$ cat config.mk
export PLATFORM = sky130hd
export DESIGN_NAME = pcn_sync
export DESIGN_NICKNAME = d
export VERILOG_FILES = /design/src/rtl/pcn_sync.sv
export SDC_FILE = /design/constraint.sdc
export NUM_CORES = 1
export LEC_CHECK = 0
export BUFFER_PORTS_ARGS = -buffer_cell sky130_fd_sc_hd__clkbuf_2
export CORE_ASPECT_RATIO = 0.75
export CORE_MARGIN = 4
export CORE_UTILIZATION = 55
export CTS_BUF_LIST = sky130_fd_sc_hd__clkbuf_8
export CTS_CLUSTER_SIZE = 25
export DETAILED_ROUTE_END_ITERATION = 7
export PLACE_DENSITY = 0.79
export SYNTH_ARGS = -nofsm -noshare
export SYNTH_HDL_FRONTEND = slang
export SYNTH_SLANG_ARGS = --single-unit
$ cat constraint.sdc
create_clock -name CLK -period 1.9 [get_ports CLK]
set_input_delay 0.19 -clock CLK [delete_from_list [all_inputs] [get_ports CLK]]
set_output_delay 0.19 -clock CLK [all_outputs]
set_load 0.1 [all_outputs]
$ cat src/rtl/pcn_sync.sv
// Stochastic-decoder parity-check node: registered extrinsic outputs plus a
// satisfied-run lock detector and a saturating unsatisfied-cycle counter.
module pcn_sync #(
  parameter int DEG     = 6,
  parameter int SAT_RUN = 16,
  parameter int CW      = 8
) (
  input  logic           CLK,
  input  logic           RESET,
  input  logic           EN,
  input  logic           CLR,
  input  logic [DEG-1:0] Q,
  output logic [DEG-1:0] R,
  output logic           PAR,
  output logic           PC_sat,
  output logic           LOCK_P,
  output logic [CW-1:0]  UNSAT_CNT
);

  localparam int RW = $clog2(SAT_RUN + 1);
  localparam logic [RW-1:0] RUN_MAX = RW'(SAT_RUN);

  typedef enum logic {SEARCH = 1'b0, LOCKED = 1'b1} state_t;

  state_t          r_state;
  logic [DEG-1:0]  r_r;
  logic            r_par;
  logic            r_lock_p;
  logic [RW-1:0]   r_run;
  logic [CW-1:0]   r_unsat;

  logic            w_p;
  logic [RW-1:0]   w_run_inc;

  assign w_p       = ^Q;
  assign w_run_inc = (r_run == RUN_MAX) ? r_run : r_run + RW'(1);

  always_ff @(posedge CLK or posedge RESET) begin
    if (RESET) begin
      r_state  <= SEARCH;
      r_r      <= '0;
      r_par    <= 1'b0;
      r_lock_p <= 1'b0;
      r_run    <= '0;
      r_unsat  <= '0;
    end else if (CLR) begin
      r_state  <= SEARCH;
      r_r      <= '0;
      r_par    <= 1'b0;
      r_lock_p <= 1'b0;
      r_run    <= '0;
      r_unsat  <= '0;
    end else if (EN) begin
      // Extrinsic bit excludes the edge's own contribution: p ^ Q[i]
      r_r   <= {DEG{w_p}} ^ Q;
      r_par <= w_p;
      if (w_p) begin
        r_run    <= '0;
        r_state  <= SEARCH;
        r_lock_p <= 1'b0;
        if (r_unsat != {CW{1'b1}})
          r_unsat <= r_unsat + CW'(1);
      end else begin
        r_run <= w_run_inc;
        if (r_state == SEARCH && w_run_inc == RUN_MAX) begin
          r_state  <= LOCKED;
          r_lock_p <= 1'b1;
        end else begin
          r_lock_p <= 1'b0;
        end
      end
    end else begin
      // Disabled cycles are transparent to the run; only the pulse drops
      r_lock_p <= 1'b0;
    end
  end

  assign R         = r_r;
  assign PAR       = r_par;
  assign PC_sat    = (r_state == LOCKED);
  assign LOCK_P    = r_lock_p;
  assign UNSAT_CNT = r_unsat;

endmodule
Word-level counts from Yosys, hierarchy flattened
Index checks and enable logic that the tools add are counted.
- register bits: 22
- input port bits: 10
- output and inout bits: 17
- word-level logic and storage cells: 41
- $add $sub $neg: 2
- eq/ne operators: 3
- mux-type cells: 20
- bitwise operators: 2
- reductions and logical operators: 8
- operator list (kind ; number):
    $mux 8 ; 4
    $mux 5 ; 4
    $mux 6 ; 2
    $eq 5x5->1 const B ; 2
    $mux 1 ; 10
    $add 8x1->8 const B ; 1
    $ne 8x8->1 const B ; 1
    $reduce_bool 2->1 ; 3
    $reduce_xor 6->1 ; 1
    $xor 6x6->6 ; 1
    $add 5x1->5 const B ; 1
    $reduce_and 3->1 ; 1
    $reduce_bool 3->1 ; 1
    $reduce_and 2->1 ; 1
    $logic_and 1x1->1 ; 1
    $not 1->1 ; 1

Logic depth before layout (Yosys ltp)
- depth after elaboration: 8
- depth in mapped cells: 8

Worst setup path after synthesis
No wires, ideal clock.
- kind: register to register
- start: register r_unsat[0] (netlist: UNSAT_CNT[0])
- end: register r_unsat[6] (netlist: UNSAT_CNT[6])
- setup time: 125 ps
- arrival: 2209 ps
- required time: 1775 ps
- path slack: -433 ps
- cell stages (with the launch flop): 6
- cells stage by stage: dfrtp_1 ha_1 and4_1 clkbuf_1 nor4_1 mux2_2
- longest elaborated chain between the ends: 5
- elaborated cells between the ends (all ways): 8
- classes of those cells: add/sub (1); eq/ne (1); mux (4); reduce/logical (2)
- RTL lines (item ; RTL line ; RTL):
    start: declaration ; 30 ; logic [CW-1:0] r_unsat;
    start signal: assignment ; 62 ; r_unsat <= r_unsat + CW'(1);
    $add 8x1->8 ; 62 ;
    $mux 8 ; 61 ; if (r_unsat != {CW{1'b1}})
    $mux 8 ; 57 ; if (w_p) begin
    $mux 8 ; 53 ; end else if (EN) begin
    $mux 8 ; 46 ; end else if (CLR) begin
Several ways; a longest one is shown, not always the timed one. The select of a mux whose other input is x is not followed.
A chain may end at the register's enable or synchronous reset.

Worst setup path after layout
Same ends and word-level chain as after synthesis.

==> summary.md <==
| Metric | Value |
|---|---|
| Status | `complete, but fails checks` |
| Violated checks | `negative hold slack` |
| Sequential fraction of design power | `0.388` |
| CP arrival | `1.99 ns` |
| Core Region | `0.002384 mm²` |
| Post-synth top area share | `0.3860` |
| CTS buffer count | `3` |
| Synth Cell Area | `~0.0014 mm²` |
| Mean Syn Cell Area | `9.202 µm²` |
| DRC viols | `0` |
| Post-DR vias/cell | `5.584` |
| Net Switching | `0.5398 mW` |
| CTS tree | `built` |
| Initial Util | `0.5984` |
| H-tree depth | `1` |
| Routed vias | `1223` |
| Final setup TNS | `0 ns` |
| Final slew viol count | `0` |
| Skew final | `0.006520 ns` |
| Crit Path Category | `reg2reg` |
| Combinational share of power | `0.365` |
| Synth Flop Type | `dfrtp_1` |
| Static leakage | `around 0.74 nW` |
| WHS | `-0.01387 ns` |
| DRT antenna net count | `0` |
| Synth async-reset ratio | `1.000` |
| Storage cell area | `between 500 and 600 µm²` |
| # fillers | `205` |
| Clk buf depth | `2` |
| Die height | `52.10 µm` |
| Post-synthesis sequential area ratio | `0.3860` |
| Largest net degree at the start of global routing | `24` |
| GR Overflow Total | `0` |
| Full die area | `0.003481 mm²` |
| RSZ-0062 raised after global routing | `true` |
| First DRT Iteration DRCs | `50` |
| RD Place Congestion | `0.7578` |
| Vias in the first global route | `1227` |
| I/O pin total | `27` |
| Final Power | `1.357 mW` |
| Area grow syn2layout | `20.00%` |
| Crit path capture type | `register` |
| # Max-Cap Violations | `0` |
| Most common cell after layout, fill and taps aside | `clkbuf_2` |
| Net Count, Synth | `168` |
| Unique masters post-synth | `30` |
| Initial antenna violation count | `0` |
| Int Pwr | `0.8172 mW` |
| # nets final | `199` |
| Pre-Repair DR Iteration Count | `4` |
| Die width | `66.81 µm` |
| EDFF count, synth | `0` |
| Final Hold Viols | `16` |
| GRT met2 Usage | `0.3438` |
| Max rail drop VDD | `approximately 0.54 mV` |
| Antenna cell count | `0` |
| Sw frac | `0.3978` |
| Measured slew at the worst slew-check pin | `0.8261 ns` |
| Slew headroom | `0.4453` |
| CP required | `slightly above 2 ns` |
| Final period demand of the worst path | `1.838 ns` |
| Fmax | `544.1 MHz` |
| Top cells by area, synth | `dfrtp_1 39%, xnor2_1 8.0%, nor2_1 3.9%` |
| Share of layout cells above drive strength 1 | `0.3135` |
| Most frequent cells in the layout | `26 x clkbuf_2, 15 x nor2_1, 14 x dfrtp_1` |
| Drt total wl | `3249 µm` |
| Yosys warning total | `0` |
| First-pass GRT wire length | `5699 µm` |
| Clock sink count | `22` |
| Post-synthesis register bit count | `22` |
| Syn Inst Count | `155` |
| Row cnt | `15` |
| Busiest grt layer | `met2` |
| Period utilization | `0.9674` |
| Detailed placement HPWL | `~2500 µm` |
| Clk pin slew, worst setup/hold paths | `0.08 ns` |
| Met3 Use GR | `0.04968` |
| Setup violators final | `0` |
| Gr usage total | `0.2146` |
| Area of the multi-input gates | `807.0 µm²` |
| Worst-Skew Late Latency | `0.26 ns` |
| Resized cells post-CTS | `0` |
| # Post-CTS Setup Buffers | `0` |
| Crit path max fanout | `10` |
| Synth area leader | `dfrtp_1` |
| Avg WL per Cell | `~15 µm` |
| Clock root buffer master | `clkbuf_8` |
| Post-CTS Hold Fix Bufs | `0` |
| Global routing usage on met1 | `0.2966` |
| CP startpoint kind | `register` |
| Hold crit path type | `in2async` |
| Clk pwr share | `0.248` |
| Input/output buffers | `26` |
| Pwr/cell area | `792.8 mW/mm²` |
==> state kept, by name (all words and copies together), names as in the netlist <==
signal / flops
UNSAT_CNT: 8
R: 6
r_run: 5
LOCK_P: 1
PAR: 1
PC_sat: 1
==> cell families (layout without fill, tap and decap cells) <==
family          Yosys count  count (layout)  synth area share
fa+ha+maj                 3               3           0.02632
buf+inv                  17              47           0.05000
xor+xnor                 17              17            0.1149
simple gates             65              65            0.2649
mux                       8               8           0.06140
flops                    22              22            0.3860
compound gates           23              23           0.09650
==> per-stage QoR <==
| step | instance area (µm²) | instances | setup WS (ns) | util |
|---|---|---|---|---|
| 2_1_floorplan | 1464 | 155 | 0.004786 | - |
| 3_3_place_gp | 1657 | 215 | 0.04101 | 0.6950 |
| 3_5_place_dp | 1657 | 215 | 0.04481 | 0.6950 |
| 4_1_cts | 1712 | 219 | 0.07557 | 0.7181 |
| 5_1_grt | 1712 | 219 | -0.01056 | 0.7181 |
| 6_report | 1712 | 219 | 0.06200 | 0.7181 |
==> synthesized netlist by cell type, types with 2 or more instances <==
library cell and count:
a211oi_1 5, a21oi_1 8, and4_1 3, clkbuf_1 9
dfrtp_1 22, ha_1 3, inv_1 7, mux2_1 3
mux2_2 3, mux2i_1 2, nand2_1 10, nand3_1 9
nand3b_1 3, nand4_1 4, nor2_1 15, nor2b_1 9
nor4_1 3, nor4_2 4, o21ai_0 6, o31ai_1 3
xnor2_1 13, xor2_1 2, xor2_2 2
==> routing by layer <==
layer  vias to the layer above  wire (µm)
met5                         -          0
met4                         0         19
met3                         4        264
met2                        48       1492
met1                       574       1472
li1                        597          -
==> cell type report <==
cell class              count  area share
flip-flops and latches     22      0.3363
clock buffers               4     0.03216
well taps                  34     0.02485
multi-input cells         116      0.4715
inverters                   7     0.01535
repair buffers             36      0.1199
==> power groups by stage <==
stage	Combinational, mW	Clock [mW]	Sequential (mW)
floorplan	0.200	0	0.721
global placement	0.486	0	0.534
detailed placement	0.493	0	0.536
CTS	0.495	0.344	0.527
global route	0.528	0.365	0.530
finish	0.495	0.336	0.526
==> final timing paths <==
path / from / end / slack, ns / cells past startpoint
setup reg to reg: UNSAT_CNT[0] / UNSAT_CNT[6] / 0.06 / 4
hold / removal: RESET / UNSAT_CNT[6] / -0.01 / 2
setup / recovery: UNSAT_CNT[0] / UNSAT_CNT[6] / 0.06 / 4
hold reg to reg: PC_sat / LOCK_P / 0.49 / 1
max in group asynchronous: RESET / R[3] / 1.37 / 3
min in group CLK: Q[0] / R[0] / 0.25 / 3
==> worst max-delay path, cell delays in order (launching register included) <==
cell and delay [ns]:
dfrtp_4 0.52, ha_2 0.23, and4_1 0.30, nor4_1 0.30, mux2_2 0.37
Power figures use the tool's default switching activity.
